<file path="config.mk">
export PLATFORM = sky130hd
export DESIGN_NAME = fetch_queue
export DESIGN_NICKNAME = d
export VERILOG_FILES = /design/src/rtl/fetch_queue.sv
export SDC_FILE = /design/constraint.sdc
export NUM_CORES = 1
export LEC_CHECK = 0
export ABC_CLOCK_PERIOD_IN_PS = 2900
export CAP_MARGIN = 20
export CORE_AREA = 2 2 203 205
export DETAILED_ROUTE_END_ITERATION = 12
export DIE_AREA = 0 0 205 207
export SYNTH_ARGS = -nofsm -noshare
export SYNTH_HDL_FRONTEND = slang
export SYNTH_SLANG_ARGS = --single-unit
</file>
<file path="constraint.sdc">
create_clock -name clk -period 2.9 [get_ports clk]
set_input_delay 0.435 -clock clk [delete_from_list [all_inputs] [get_ports clk]]
set_output_delay 0.435 -clock clk [all_outputs]
set_load 0.02 [all_outputs]
</file>
<file path="src/rtl/fetch_queue.sv">
// fetch_queue: instruction fetch front-end.
//
// Owns the fetch PC, issues word-addressed requests to an in-order,
// variable-latency instruction memory and buffers the returned instructions
// in a DEPTH-entry prefetch FIFO that decode drains with a valid/ready
// handshake. A redirect flushes the FIFO, restarts fetch at redirect_pc and
// discards every response still in flight at that moment.
//
// Parameters: DEPTH (FIFO entries and request credit, power of two, >= 2),
//             ADDR_W (PC width), INST_W (instruction width), RESET_PC.
// Ports:
//   clk, reset              clock, synchronous active-high reset
//   imem_req_valid/ready    request handshake, imem_req_addr = word address
//   imem_resp_valid/data    in-order responses, no backpressure
//   redirect_valid/pc       flush and restart fetch at redirect_pc
//   inst_valid/ready        decode handshake, inst_data/inst_pc = FIFO head
//
// Optional feature macro: FETCH_QUEUE_BYPASS_EN
//   When defined, a response arriving at an empty FIFO with nothing left to
//   drop is presented to decode in the same cycle (0-cycle latency); if
//   decode takes it, it never enters the FIFO.
module fetch_queue #(
  parameter int unsigned        DEPTH    = 4,
  parameter int unsigned        ADDR_W   = 32,
  parameter int unsigned        INST_W   = 32,
  parameter logic [ADDR_W-1:0]  RESET_PC = ADDR_W'(0)
) (
  input  logic              clk,
  input  logic              reset,
  output logic              imem_req_valid,
  input  logic              imem_req_ready,
  output logic [ADDR_W-1:0] imem_req_addr,
  input  logic              imem_resp_valid,
  input  logic [INST_W-1:0] imem_resp_data,
  input  logic              redirect_valid,
  input  logic [ADDR_W-1:0] redirect_pc,
  output logic              inst_valid,
  input  logic              inst_ready,
  output logic [INST_W-1:0] inst_data,
  output logic [ADDR_W-1:0] inst_pc
);

  localparam int unsigned PTR_W = $clog2(DEPTH);
  localparam int unsigned CNT_W = $clog2(DEPTH + 1);

  logic [ADDR_W-1:0] fetch_pc_r;
  logic [ADDR_W-1:0] resp_pc_r;
  logic [CNT_W-1:0]  outstanding_r;
  logic [CNT_W-1:0]  drop_cnt_r;
  logic [CNT_W-1:0]  count_r;
  logic [PTR_W-1:0]  wr_ptr_r;
  logic [PTR_W-1:0]  rd_ptr_r;
  logic [ADDR_W-1:0] pc_mem_r   [DEPTH];
  logic [INST_W-1:0] inst_mem_r [DEPTH];

  logic [CNT_W:0]    credit_sum_s;
  logic              req_fire_s;
  logic              resp_keep_s;
  logic              head_valid_s;
  logic              bypass_s;
  logic              push_s;
  logic              fifo_pop_s;

  // Credit check, issue handshake and push/pop qualification.
  always_comb begin
    // Buffered entries plus in-flight requests may never exceed DEPTH, so a
    // response always finds room in the FIFO.
    credit_sum_s   = {1'b0, count_r} + {1'b0, outstanding_r};
    imem_req_valid = !reset && !redirect_valid &&
                     (credit_sum_s < (CNT_W + 1)'(DEPTH));
    imem_req_addr  = reset ? RESET_PC : fetch_pc_r;
    req_fire_s     = imem_req_valid && imem_req_ready;
    // A response in a redirect cycle belongs to the abandoned stream.
    resp_keep_s    = imem_resp_valid && (drop_cnt_r == CNT_W'(0)) && !redirect_valid;
    head_valid_s   = !reset && (count_r != CNT_W'(0));
`ifdef FETCH_QUEUE_BYPASS_EN
    bypass_s       = !reset && resp_keep_s && (count_r == CNT_W'(0));
`else
    bypass_s       = 1'b0;
`endif
    // A bypassed instruction taken by decode is never written.
    push_s         = resp_keep_s && !(bypass_s && inst_ready);
    fifo_pop_s     = head_valid_s && inst_ready;
  end

  // Decode-facing outputs: FIFO head, or the live response when bypassing.
  always_comb begin
    inst_valid = head_valid_s || bypass_s;
`ifdef FETCH_QUEUE_BYPASS_EN
    if (bypass_s) begin
      inst_data = imem_resp_data;
      inst_pc   = resp_pc_r;
    end else begin
      inst_data = inst_mem_r[rd_ptr_r];
      inst_pc   = pc_mem_r[rd_ptr_r];
    end
`else
    inst_data  = inst_mem_r[rd_ptr_r];
    inst_pc    = pc_mem_r[rd_ptr_r];
`endif
  end

  // FIFO storage; contents are only meaningful between the pointers.
  always_ff @(posedge clk) begin
    if (push_s && !reset) begin
      pc_mem_r[wr_ptr_r]   <= resp_pc_r;
      inst_mem_r[wr_ptr_r] <= imem_resp_data;
    end
  end

  // Control state: PCs, credit counters, drop counter and FIFO pointers.
  always_ff @(posedge clk) begin
    if (reset) begin
      fetch_pc_r    <= RESET_PC;
      resp_pc_r     <= RESET_PC;
      outstanding_r <= CNT_W'(0);
      drop_cnt_r    <= CNT_W'(0);
      count_r       <= CNT_W'(0);
      wr_ptr_r      <= PTR_W'(0);
      rd_ptr_r      <= PTR_W'(0);
    end else begin
      // No request can fire in a redirect cycle, so only responses retire.
      case ({req_fire_s, imem_resp_valid})
        2'b10:   outstanding_r <= outstanding_r + CNT_W'(1);
        2'b01:   outstanding_r <= outstanding_r - CNT_W'(1);
        default: outstanding_r <= outstanding_r;
      endcase

      if (redirect_valid) begin
        // Everything still in flight after this cycle is stale.
        drop_cnt_r <= outstanding_r - CNT_W'(imem_resp_valid);
        fetch_pc_r <= redirect_pc;
        resp_pc_r  <= redirect_pc;
        count_r    <= CNT_W'(0);
        wr_ptr_r   <= PTR_W'(0);
        rd_ptr_r   <= PTR_W'(0);
      end else begin
        if (imem_resp_valid && (drop_cnt_r != CNT_W'(0))) begin
          drop_cnt_r <= drop_cnt_r - CNT_W'(1);
        end else begin
          drop_cnt_r <= drop_cnt_r;
        end

        if (req_fire_s) begin
          fetch_pc_r <= fetch_pc_r + ADDR_W'(1);
        end else begin
          fetch_pc_r <= fetch_pc_r;
        end

        if (resp_keep_s) begin
          resp_pc_r <= resp_pc_r + ADDR_W'(1);
        end else begin
          resp_pc_r <= resp_pc_r;
        end

        if (push_s) begin
          wr_ptr_r <= wr_ptr_r + PTR_W'(1);
        end else begin
          wr_ptr_r <= wr_ptr_r;
        end

        if (fifo_pop_s) begin
          rd_ptr_r <= rd_ptr_r + PTR_W'(1);
        end else begin
          rd_ptr_r <= rd_ptr_r;
        end

        case ({push_s, fifo_pop_s})
          2'b10:   count_r <= count_r + CNT_W'(1);
          2'b01:   count_r <= count_r - CNT_W'(1);
          default: count_r <= count_r;
        endcase
      end
    end
  end

endmodule

</file>
==> run summary, run 1 <==
synth unique cells = 61
Final Slew Violations = 0
reg-to-reg setup timing slack = 480 ps
worst reg2reg path depth = 10
clock power share = 0.416
die area = 42400 sq um
Die H = 207 um
fillers = 3672
commonest non-fill, non-tap cell in the layout = edfxtp_1
startpoint types = register
P_leak = 0.00564 uW
Synth Net Count = 1013
grt met1 use = 0.220
top_reg_cell synth = edfxtp_1
dpl cells = 1603
met3 Use GR = 0.0249
met2 GRT Util = 0.241
grt total ovfl = 0
Initial DRC Count = 536
CP Capture Type = primary output
initial core utilization = 0.345
Non-Filler Instances = 1669
Tot GR Track Use = 0.153
aggregate routed wire length = 32500 um
via/cell ratio = 5.06
Hold Path Class = primary input to register
cts bufs inserted = 36
status = finished, final reports clean
Worst-path clk slew = 60 ps
Port Buffers = 167
Slew HR = 0.544
fmax = 357 MHz
detailed-route via count = 8437
internal power = 8170 uW
CTS tree = built
busiest metal layer after global routing = met2
Sw Share = 0.221
FP Rows = 74
# IOs = 168
Sink Count = 335
WP data arrival = 2370 ps
Reg power frac = 0.516
Switching Power = 2310 uW
Final Critical Period = 2800 ps
DR DRC count = 0
Routed Antenna Nets = 0
Ant. Diodes = 0
Max Fanout on Critical Path = 26
WP data required = 2470 ps
Nets = 1196
#FFs+latches synth = 335
worst hold slack = 199 ps
hold violation count in the final report = 0
Worst R2R End = outstanding_r[2]
RSZ-0062 raised after global routing = false
YS warnings = 0
max cap viols = 0
Clock Skew = 15.8 ps
DR pass1 iterations = 5
Clk Latency, worst-skew pair = 510 ps
Setup violations, final = 0
vias in the first global route = 8620
Tightest Pin Transition = 684 ps
first-pass GRT wire length = 50400 um
worst r2r src = count_r[1]
Final period util = 0.966
TNS Setup = 0 ps
Cell Pwr Density = 595 nW/um^2
Synth Instances = 927
initial antenna violation count = 0
ys async rst share = 0
Syn Std Cell Area = 13900 sq um
die width = 205 um
number of synthesized flops with an enable pin = 256
syn_area_per_cell = 15.0 sq um
Core ar. = 40400 sq um
most frequent cells in the layout = 256 x edfxtp_1, 164 x clkdlybuf4s50_1, 77 x dfxtp_1, 64 x mux4_2, 60 x nand2_1
Wirelength per Cell = 19.5 um
area grow syn2layout = 26.3%
Post-CTS Hold Fix Bufs = 0
sequential area share after synthesis = 0.665
H-tree levels = 2
routability cong. = 0.809
layout cells sized above 1 = 0.148
largest net degree at the start of global routing = 75
CP endpoint = inst_data[29]
power share of the combinational group = 0.068
clock root cell = clkbuf_16
peak supply drop = 0.346 mV
CTS max path bufs = 3
critical path type = register to primary output
Final HPWL DP = 21500 um
sequential cells by signal (all words and copies together) (netlist names), named ones only:
register / flops
count_r: 3
resp_pc_r: 32
outstanding_r: 3
rd_ptr_r: 2
pc_mem_r: 128
drop_cnt_r: 3
wr_ptr_r: 2
inst_mem_r: 128
fetch_pc_r: 32
power by group through the flow:
stage | logic (uW) | clock network, uW | registers [uW]
after floorplan | 392 | 0 | 5460
after detailed placement | 717 | 0 | 5510
after global placement | 707 | 0 | 5500
after CTS | 723 | 4510 | 5400
after global routing | 784 | 4690 | 5420
final | 714 | 4370 | 5410
worst max-delay path: stages (launching register included):
cell and delay [ps]:
dfxtp_4 440, buf_12 260, mux4_2 560, clkdlybuf4s50_1 560
metal layers:
layer	share of wire	up-vias
met4	0.023	0
met1	0.47	4167
met3	0.054	50
met2	0.46	248
met5	0	-
li1	-	3972
timing repair:
action | in CTS | in global routing
endpoints found under the setup margin | 48 | 1
buffers inserted | 1 | 0
gates resized for setup | 1 | 1
how the worst min path moves through the flow:
stage | startpoint | endpoint | depth (start not counted) | slack (ps)
finish | reset | drop_cnt_r[2] | 2 | 200
global route | reset | drop_cnt_r[0] | 2 | 200
CTS | reset | outstanding_r[2] | 2 | 180
detailed placement | fetch_pc_r[19] | fetch_pc_r[19] | 2 | 500
global placement | wr_ptr_r[0] | wr_ptr_r[0] | 2 | 480
floorplan | wr_ptr_r[0] | wr_ptr_r[0] | 2 | 470
cell usage after synthesis (6+ instances only):
cell type,count,share of area
a211oi_1,18,0.0097
a21boi_0,6,0.0032
a21oi_1,39,0.014
a31oi_1,19,0.0085
and2_1,6,0.0027
and3_1,13,0.0058
and4_1,11,0.0069
buf_1,8,0.0022
buf_2,9,0.0032
clkbuf_1,33,0.0089
dfxtp_1,79,0.11
edfxtp_1,256,0.55
ha_1,14,0.013
inv_1,22,0.0059
mux4_2,64,0.10
nand2_1,60,0.016
nand3_1,23,0.0083
nand4_1,17,0.0076
nor2_1,47,0.013
nor2b_1,28,0.013
nor3_1,16,0.0057
nor4_1,7,0.0031
o21ai_0,15,0.0054
or3_1,7,0.0031
or4_1,6,0.0032
xnor2_1,23,0.014
xor2_1,20,0.013
final cells by class:
class / instances / area, sq um / share of cell area
Sequential cell: 335 / 9280 / 0.527
Clock inverter: 19 / 150 / 0.00853
Tap cell: 532 / 666 / 0.0378
Inverter: 23 / 86.3 / 0.00490
Multi-Input combinational cell: 518 / 4400 / 0.250
Timing Repair Buffer: 196 / 2060 / 0.117
Clock buffer: 46 / 970 / 0.0551
kinds of logic (layout without fill, tap and decap cells):
group,count (synthesis),count (layout),share of synthesized area
simple gates,260,260,0.103
mux,70,70,0.108
flops,335,335,0.665
buf+inv,74,284,0.0213
compound gates,129,129,0.0602
xor+xnor,43,43,0.0270
fa+ha+maj,16,16,0.0154
through the flow:
stage,power (uW),worst slack [ps],utilization,instance area [sq um]
after CTS,10600,45.0,0.436,17600
after global placement,6210,263,0.408,16500
after detailed placement,6220,189,0.408,16500
final,10500,98.9,0.436,17600
after global routing,10900,6.70,0.436,17600
after floorplan,5850,161,-,13900
No activity file was read; power rests on OpenSTA's default activity.
==> inputs of run 2 (changes only) <==
--- a/config.mk
+++ b/config.mk
@@ -7,9 +7,10 @@
 export LEC_CHECK = 0
 export ABC_CLOCK_PERIOD_IN_PS = 2900
 export CAP_MARGIN = 20
-export CORE_AREA = 2 2 203 205
+export CORE_AREA = 4 4 173 175
 export DETAILED_ROUTE_END_ITERATION = 12
-export DIE_AREA = 0 0 205 207
+export DIE_AREA = 0 0 177 179
+export PLACE_DENSITY = 0.74
 export SYNTH_ARGS = -nofsm -noshare
 export SYNTH_HDL_FRONTEND = slang
 export SYNTH_SLANG_ARGS = --single-unit
==> run summary, run 2 (same netlist as run 1, synthesis figures left out) <==
clock root cell = clkbuf_16
Hold Path Class = primary input to register
fmax = 362 MHz
via/cell ratio = 5.62
# IOs = 168
routability cong. = 0.887
worst path cell trace = buf_12 > mux4_2 > clkdlybuf4s50_1
hold violation count in the final report = 0
commonest non-fill, non-tap cell in the layout = edfxtp_1
vias in the first global route = 8578
largest net degree at the start of global routing = 97
max cap viols = 0
Nets = 1190
detailed-route via count = 8516
Initial DRC Count = 756
status = finished, final reports clean
Cell Pwr Density = 611 nW/um^2
most frequent cells in the layout = 256 x edfxtp_1, 166 x clkdlybuf4s50_1, 77 x dfxtp_1, 64 x mux4_2, 60 x nand2_1
Post-CTS Hold Fix Bufs = 0
die width = 177 um
buffers inserted by post-CTS timing repair = 0
Resized cells post-CTS = 0
DR pass1 iterations = 5
Non-Filler Instances = 1514
Worst-path clk slew = 60 ps
cts bufs inserted = 36
first-pass GRT wire length = 47300 um
CTS tree = built
biggest regs = inst_mem_r x128, pc_mem_r x128
Final period util = 0.952
Tightest Pin Transition = 691 ps
Final HPWL DP = 19200 um
initial core utilization = 0.490
Core ar. = 28500 sq um
Max Fanout on Critical Path = 33
CP peak stage delay = 580 ps
Routed Antenna Nets = 0
Clk Latency, worst-skew pair = 510 ps
Wirelength per Cell = 19.6 um
aggregate routed wire length = 29700 um
initial antenna violation count = 0
Port Buffers = 167
CP Capture Type = primary output
layout cells sized above 1 = 0.149
WP data required = 2470 ps
die area = 31700 sq um
critical path type = register to primary output
Final Slew Violations = 0
H-tree levels = 2
DR DRC count = 0
worst hold slack = 204 ps
critical path's slowest cell = clkdlybuf4s50_1
WP data arrival = 2330 ps
Sink Count = 335
Tot GR Track Use = 0.190
CTS max path bufs = 3
P_leak = 0.00562 uW
Ant. Diodes = 0
startpoint types = register
Die H = 179 um
Clock Skew = 20.8 ps
Slew HR = 0.540
TNS Setup = 0 ps
Setup violations, final = 0
FP Rows = 62
PnR Total Power = 10600 uW
peak supply drop = 0.368 mV
Final Critical Period = 2760 ps
grt total ovfl = 0
area grow syn2layout = 24.6%
dpl cells = 1450
RSZ-0062 raised after global routing = false
fillers = 2120
run 2: layout make-up:
class	instances	area [sq um]	share of cell area
clock buffer	43	981	0.0565
clock inverter	21	203	0.0117
inverter	23	86.3	0.00497
multi-input combinational	518	4380	0.252
sequential	335	9270	0.534
tap	384	480	0.0277
timing repair buffer	190	1970	0.113
run 2: through the flow:
step / worst slack (ps) / utilization / instance area, sq um
finish: 139 / 0.610 / 17400
global route: 24.1 / 0.610 / 17400
CTS: 79.5 / 0.610 / 17400
detailed placement: 219 / 0.569 / 16200
global placement: 275 / 0.569 / 16200
floorplan: 161 / - / 13900
run 2: worst paths after layout:
kind                    start              to  slack (ps)  cells past startpoint
min                     reset   drop_cnt_r[2]         200                      2
max reg2reg  outstanding_r[2]  fetch_pc_r[11]         580                      8
min reg2reg       wr_ptr_r[1]     wr_ptr_r[1]         510                      2
max                  register    inst_data[5]         140                      3
run 2: power by group:
part           switching (uW)  internal, uW
Clock                    1800          2700
Combinational             362           339
Sequential                126          5280
run 2: per-layer routing:
layer | up-vias | global-route usage | part of all wire
met5 | - | 0 | 0
met4 | 0 | 0.0535 | 0.020
met3 | 48 | 0.0428 | 0.073
met2 | 321 | 0.308 | 0.48
met1 | 4190 | 0.262 | 0.43
li1 | 3957 | - | -
run 2: worst max-delay path: cells and delay by family (launching register included):
| kind | cells | cell delay (ps) |
|---|---|---|
| flops | 1 | 390 |
| mux | 1 | 550 |
| buf+inv | 2 | 850 |
==> inputs of run 3 (changes only) <==
--- a/config.mk
+++ b/config.mk
@@ -10,6 +10,7 @@
 export CORE_AREA = 4 4 173 175
 export DETAILED_ROUTE_END_ITERATION = 12
 export DIE_AREA = 0 0 177 179
+export GPL_TIMING_DRIVEN = 1
 export PLACE_DENSITY = 0.74
 export SYNTH_ARGS = -nofsm -noshare
 export SYNTH_HDL_FRONTEND = slang
==> results of run 3 <==
Same layout as run 2: the final DEF is identical, and so are final timing and power.
